--- src/rtl/hub75_pkg.sv ---
// Shared types and constants for the HUB75 bus monitor.
package hub75_pkg;

   localparam int unsigned PIX_W = 6;

   // Bit positions inside one pixel word {r0,r1,g0,g1,b0,b1}
   localparam int unsigned R0_BIT = 5;
   localparam int unsigned R1_BIT = 4;
   localparam int unsigned G0_BIT = 3;
   localparam int unsigned G1_BIT = 2;
   localparam int unsigned B0_BIT = 1;
   localparam int unsigned B1_BIT = 0;

   typedef logic [PIX_W-1:0] pixel_t;

   // Pack individual colour lines into a pixel word
   function automatic pixel_t make_pixel(input logic r0, input logic r1,
                                         input logic g0, input logic g1,
                                         input logic b0, input logic b1);
      pixel_t p;
      p         = '0;
      p[R0_BIT] = r0;
      p[R1_BIT] = r1;
      p[G0_BIT] = g0;
      p[G1_BIT] = g1;
      p[B0_BIT] = b0;
      p[B1_BIT] = b1;
      return p;
   endfunction

endpackage

--- src/rtl/rise_detect.sv ---
// W-bit rising-edge detector on sampled (non-clock) inputs.
// The first cycle after reset release only arms the detector, so an input
// already high when reset lifts never reports an edge.
module rise_detect #(
   parameter int unsigned W = 1
) (
   input  logic         clk,
   input  logic         rst_n,
   input  logic [W-1:0] d,
   output logic [W-1:0] rise_c
);

   logic [W-1:0] prev_q, prev_d;
   logic         armed_q, armed_d;

   // Next state: remember the current sample and arm after one cycle
   always_comb begin
      prev_d  = d;
      armed_d = 1'b1;
   end

   // Edge history registers
   always_ff @(posedge clk or negedge rst_n) begin
      if (!rst_n) begin
         prev_q  <= '0;
         armed_q <= 1'b0;
      end else begin
         prev_q  <= prev_d;
         armed_q <= armed_d;
      end
   end

   // Edge output, suppressed until armed
   always_comb begin
      rise_c = '0;
      if (armed_q) rise_c = d & ~prev_q;
   end

endmodule

--- src/rtl/hub75_row_monitor.sv ---
// HUB75 panel bus snooper: shifts pixels on SCLK, commits a row on LAT,
// flags protocol errors and exposes the committed row for random reads.
module hub75_row_monitor
   import hub75_pkg::*;
#(
   parameter int unsigned COLS        = 64,
   parameter int unsigned ROW_ADDR_W  = 5,
   parameter int unsigned FRAME_CNT_W = 16
) (
   input  logic                     clk,
   input  logic                     nreset,
   input  logic                     sclk,
   input  logic                     lat,
   input  logic                     oe_n,
   input  logic [ROW_ADDR_W-1:0]    addr,
   input  logic [PIX_W-1:0]         rgb,
   input  logic [$clog2(COLS)-1:0]  rd_col,
   output logic [PIX_W-1:0]         rd_pixel,
   output logic                     row_valid,
   output logic [ROW_ADDR_W-1:0]    row_addr,
   output logic                     frame_done,
   output logic [FRAME_CNT_W-1:0]   frame_count,
   output logic                     err_short,
   output logic                     err_overrun,
   output logic                     err_oe
);

   localparam int unsigned COL_W = $clog2(COLS);
   localparam int unsigned CNT_W = $clog2(COLS + 2);
   localparam logic [ROW_ADDR_W-1:0] LAST_ROW = '1;

   logic [1:0] rise_c;
   logic       sclk_rise;
   logic       lat_rise;

   pixel_t shift_q [COLS];
   pixel_t shift_d [COLS];
   pixel_t store_q [COLS];
   pixel_t store_d [COLS];

   logic [CNT_W-1:0]       col_cnt_q, col_cnt_d, cnt_post;
   logic                   row_valid_q, row_valid_d;
   logic [ROW_ADDR_W-1:0]  row_addr_q, row_addr_d;
   logic [ROW_ADDR_W-1:0]  last_addr_q, last_addr_d;
   logic                   frame_done_q, frame_done_d;
   logic [FRAME_CNT_W-1:0] frame_cnt_q, frame_cnt_d;
   logic                   err_short_q, err_short_d;
   logic                   err_overrun_q, err_overrun_d;
   logic                   err_oe_q, err_oe_d;
   logic [COL_W-1:0]       rd_idx;

   rise_detect #(.W(2)) u_rise (
      .clk    (clk),
      .rst_n  (nreset),
      .d      ({lat, sclk}),
      .rise_c (rise_c)
   );

   assign sclk_rise = rise_c[0];
   assign lat_rise  = rise_c[1];

   // Shift, commit and protocol checking; shift is applied before commit
   always_comb begin
      shift_d       = shift_q;
      store_d       = store_q;
      col_cnt_d     = col_cnt_q;
      row_valid_d   = 1'b0;
      row_addr_d    = row_addr_q;
      last_addr_d   = last_addr_q;
      frame_done_d  = 1'b0;
      frame_cnt_d   = frame_cnt_q;
      err_short_d   = err_short_q;
      err_overrun_d = err_overrun_q;
      err_oe_d      = err_oe_q;
      cnt_post      = col_cnt_q;

      if (sclk_rise) begin
         shift_d[0] = rgb;
         for (int i = 1; i < COLS; i++) shift_d[i] = shift_q[i-1];
         if (col_cnt_q == CNT_W'(COLS)) err_overrun_d = 1'b1;
         if (col_cnt_q != CNT_W'(COLS + 1)) cnt_post = col_cnt_q + CNT_W'(1);
      end
      col_cnt_d = cnt_post;

      if (lat_rise) begin
         store_d     = shift_d;
         row_addr_d  = addr;
         row_valid_d = 1'b1;
         col_cnt_d   = '0;
         if (cnt_post != CNT_W'(COLS)) err_short_d = 1'b1;
         if (!oe_n) err_oe_d = 1'b1;
         if (addr == '0 && last_addr_q == LAST_ROW) begin
            frame_done_d = 1'b1;
            frame_cnt_d  = frame_cnt_q + FRAME_CNT_W'(1);
         end
         last_addr_d = addr;
      end
   end

   // State registers
   always_ff @(posedge clk or negedge nreset) begin
      if (!nreset) begin
         for (int i = 0; i < COLS; i++) begin
            shift_q[i] <= '0;
            store_q[i] <= '0;
         end
         col_cnt_q     <= '0;
         row_valid_q   <= 1'b0;
         row_addr_q    <= '0;
         last_addr_q   <= LAST_ROW;
         frame_done_q  <= 1'b0;
         frame_cnt_q   <= '0;
         err_short_q   <= 1'b0;
         err_overrun_q <= 1'b0;
         err_oe_q      <= 1'b0;
      end else begin
         shift_q       <= shift_d;
         store_q       <= store_d;
         col_cnt_q     <= col_cnt_d;
         row_valid_q   <= row_valid_d;
         row_addr_q    <= row_addr_d;
         last_addr_q   <= last_addr_d;
         frame_done_q  <= frame_done_d;
         frame_cnt_q   <= frame_cnt_d;
         err_short_q   <= err_short_d;
         err_overrun_q <= err_overrun_d;
         err_oe_q      <= err_oe_d;
      end
   end

   // Read port: column 0 is the oldest pixel, stored at the far end
   assign rd_idx = COL_W'(COLS - 1) - rd_col;

   always_comb begin
      rd_pixel = '0;
      if (32'(rd_col) < COLS) rd_pixel = store_q[rd_idx];
   end

   assign row_valid   = row_valid_q;
   assign row_addr    = row_addr_q;
   assign frame_done  = frame_done_q;
   assign frame_count = frame_cnt_q;
   assign err_short   = err_short_q;
   assign err_overrun = err_overrun_q;
   assign err_oe      = err_oe_q;

endmodule

--- config.mk ---
export PLATFORM = sky130hd
export DESIGN_NAME = hub75_row_monitor
export DESIGN_NICKNAME = d
export VERILOG_FILES = /design/src/rtl/hub75_pkg.sv /design/src/rtl/rise_detect.sv /design/src/rtl/hub75_row_monitor.sv
export SDC_FILE = /design/constraint.sdc
export NUM_CORES = 2
export LEC_CHECK = 0
export CAP_MARGIN = 10
export CORE_MARGIN = 3
export CORE_UTILIZATION = 50
export DETAILED_ROUTE_END_ITERATION = 10
export GPL_ROUTABILITY_DRIVEN = 0
export PLACE_DENSITY = 0.73
export SLEW_MARGIN = 40
export SYNTH_ARGS = -nofsm -noshare
export SYNTH_HDL_FRONTEND = slang
export SYNTH_SLANG_ARGS = --single-unit
--- constraint.sdc ---
create_clock -name clk -period 4.1 [get_ports clk]
set_clock_uncertainty 0.2 [all_clocks]
set_input_delay 0.82 -clock clk [delete_from_list [all_inputs] [get_ports clk]]
set_output_delay 0.82 -clock clk [all_outputs]
set_load 0.05 [all_outputs]
==> results.py <==
metrics = {
    "detailed_routing": {
        "firstDrtPassIters": 7,
        "initialDrtViolationCount": 2023,
        "via_count": 23800,
        "ant_nets": 0,
        "drc": 0,
        "routed_wl_um": 70000,
        "viasPerCell": 5.19,
        "avgRoutedWirePerCell_um": 15.3,
    },
    "floorplan": {
        "core_area_um2": 66000,
        "die_w_um": 265,
        "dieArea_um2": 70000,
        "rows": 94,
        "io_pins": 54,
        "die_y_um": 265,
        "start_util_pct": 50.7,
    },
    "setup_path": {
        "cp-end-kind": "output port",
        "ff2ff_path_depth": 7,
        "regToRegStartpoint": "u_rise.armed_q$_DFF_PN0_",
        "r2r_slack_ns": 1.51,
        "startpoint_type": "input pin",
        "critPathKind": "in2out",
        "worstPathMaxFanout": 15,
        "cp.arrival_ns": 2.98,
        "r2r_end": "store_q[349]$_DFFE_PN0P_",
        "worst_ep_required_time_ns": 3.08,
    },
    "synth": {
        "synth_cells": 3653,
        "synth_seq_cells": 809,
        "async_reset_ff_share_pct": 100,
        "synth_simple_gate_area_share_pct": 27.7,
        "synthAdderAreaFrac_pct": 0.150,
        "ys_warn_count": 0,
        "synth_fp_nets": 3679,
        "synth-xor-area-share_pct": 0.524,
        "synth-seq-area-share_pct": 60.5,
        "synth_top_family_by_area": "simple AND/OR/NAND/NOR gates",
        "synth.mux.area_fraction_pct": 7.29,
        "synth_area_um2": 33400,
        "avgSynthCellArea_um2": 9.16,
        "yosysUniqueCellTypes": 52,
        "synth_ff_type": "dfrtp_1",
        "synth_compound_area_share_pct": 1.24,
        "synth_edf_count": 0,
    },
    "cells_and_area": {
        "drive_above_1_share_pct": 9.10,
        "fill_cells": 5496,
        "layout.nets": 3679,
        "syn_to_final_growth_pct": 13.5,
        "n_antenna_cell": 0,
        "instances_no_fill": 4580,
    },
    "clock_network": {
        "cts_setup_buffers": 0,
        "clock_sinks": 809,
        "cts_buffer_depth": 3,
        "clk_latency_ns": 0.62,
        "cts_root_buf": "clkbuf_16",
        "cts_made_buffers": 82,
        "clkTransAtPathRegs_ns": 0.06,
        "htreeDepth": 3,
        "cts_tree": "built",
    },
    "sta": {
        "period_minus_slack_ns": 4.00,
        "worst_slew_pin_slew_ns": 1.18,
        "max_freq_mhz": 250,
        "rsz0062_at_grt": "no",
        "final-setup-viol-count": 0,
        "final-hold-violation-count": 0,
        "slew_headroom_pct": 21.2,
        "slew_viol_final": 0,
        "hold_ws_ns": 0.258,
        "min_period_over_period_pct": 97.6,
    },
    "placement": {
        "dp_hpwl_um": 41900,
        "dp_cells": 4432,
        "buffer_ports.inserted": 53,
    },
    "hold_path": {
        "hold_class": "reg2reg",
        "hold_path.startpoint": "last_addr_q[0]$_DFFE_PN1P_",
        "hold_path_end": "last_addr_q[0]$_DFFE_PN1P_",
        "min_delay_path_depth": 2,
    },
    "job": {
        "maxCapViolCount": 0,
    },
    "status": {
        "status": "completed",
    },
    "global_routing": {
        "antenna_found_initial": 0,
        "grt_pass1_wl_um": 120000,
        "grt_max_degree": 185,
        "grt_remaining_overflow": 0,
        "grt_usage_pct": 20.6,
        "grt_pass1_vias": 23600,
    },
    "power": {
        "power.density_nw_per_um2": 445,
        "p_leak_nw": 20.9,
        "irDropWorstVdd_mv": 0.285,
    },
}
layer usage:
metal / global-route usage, % / vias to the layer above / wire, um
li1: - / 11400 / -
met1: 30.0 / 11800 / 32700
met2: 32.7 / 437 / 32700
met3: 3.64 / 111 / 3200
met4: 5.01 / 0 / 1420
met5: 0 / - / 0
worst max-delay path by stage:
stage	from	end	slack, ns	cells past startpoint
final	rd_col[0]	rd_pixel[0]	0.1	8
after global placement	rd_col[0]	rd_pixel[5]	-0.07	8
after floorplan	rd_col[0]	rd_pixel[3]	0.16	6
after global routing	rd_col[0]	rd_pixel[0]	0.01	8
after detailed placement	rd_col[0]	rd_pixel[5]	-0.10	8
after CTS	rd_col[0]	rd_pixel[0]	0.09	8
registers in the layout (all words and copies together), names as in the netlist:
name,cells
row_valid,1
err_short,1
err_overrun,1
last_addr_q,5
u_rise.prev_q,2
row_addr,5
shift_q,384
frame_done,1
u_rise.armed_q,1
frame_count,16
store_q,384
col_cnt_q,7
err_oe,1
final cells by class:
type / instances / area [um^2] / area share (%)
clock buffers: 118 / 2500 / 6.59
clock inverters: 29 / 210 / 0.554
inverters: 6 / 30.0 / 0.0791
multi-input cells: 2629 / 12400 / 32.6
flip-flops and latches: 809 / 20300 / 53.3
well taps: 864 / 1080 / 2.85
repair buffers: 125 / 1500 / 3.95
critical path, stage by stage:
cell and delay [ns]:
buf_6 0.22, buf_12 0.20, buf_4 0.17, mux4_2 0.50, nor2b_1 0.16, a2111oi_0 0.50
o41ai_2 0.17, buf_4 0.23
cell usage in the layout (no fill, tap or decap), types with 3 or more instances in the layout:
cell type,count
mux2i_1,21
mux4_2,96
nor3_1,4
xnor2_1,17
clkbuf_8,25
buf_4,43
nand2_1,2350
nand3b_1,6
clkbuf_1,8
inv_6,4
dfstp_2,5
xor2_1,3
nor2b_1,9
o21ai_0,6
ha_1,4
inv_1,5
o41ai_2,3
dfrtp_1,804
a211oi_1,7
nand2b_1,4
buf_12,31
a31oi_1,4
clkbuf_16,85
clkinv_2,23
nor2_1,17
nand3_1,12
a21oi_1,8
mux2_2,6
clkdlybuf4s50_1,43
nand4_1,4
buf_6,4
o22ai_1,10
stage by stage:
step / cell area, um^2 / setup slack [ns] / total power, W / setup TNS [ns] / utilization (%)
finish: 38000 / 0.0972 / 0.0169 / 0 / 57.5
CTS: 38000 / 0.0889 / 0.0171 / 0 / 57.5
floorplan: 33500 / 0.160 / 0.00912 / 0 / -
global placement: 35200 / -0.0715 / 0.00961 / -0.0715 / 53.3
detailed placement: 35200 / -0.103 / 0.00964 / -0.103 / 53.4
global route: 38000 / 0.0145 / 0.0176 / 0 / 57.5
where the power goes:
part	switching [W]	internal (W)
Clock	0.00306	0.00436
Combinational	0.000738	0.000351
Sequential	0.000148	0.00825
Total	0.00395	0.0130
repair_timing:
item                                    4_1_cts  5_1_grt
endpoints found under the hold margin        44        0
resized for setup                             2        1
hold buffers                                  1        0
endpoints found under the setup margin        1        1
cell families (layout without fill, tap and decap cells):
family,Yosys count,in the layout
AND/OR/NAND/NOR,2422,2422
flip-flops,809,809
buffers and inverters,215,278
multiplexers,123,123
AO/OA/AOI/OAI,59,59
XOR/XNOR,20,20
adder cells (fa/ha/maj),4,4
other,1,1
synthesized netlist by cell type, types with 3 or more instances:
cell      number  area, um^2
nand3_1       12        60.1
nand2b_1       4        25.0
xor2_1         3        26.3
nand2_1     2350        8820
mux2i_1       21         210
a31oi_1        4        25.0
nand3b_1       6        45.0
buf_4          3        22.5
nand4_1        4        25.0
a211oi_1       7        52.6
buf_1         11        41.3
nor2_1        17        63.8
inv_1          6        22.5
dfstp_2        5         131
clkbuf_1     175         657
o22ai_1       11        68.8
mux2_2         6        67.6
mux4_2        96        2160
nor3_1         4        20.0
dfrtp_1      804       20100
nor2b_1        9        56.3
a21oi_1        8        40.0
ha_1           4        50.1
xnor2_1       17         149
buf_2         18        90.1
o41ai_1        3        26.3
o21ai_0        6        30.0
(Power assumes the default switching activity.)
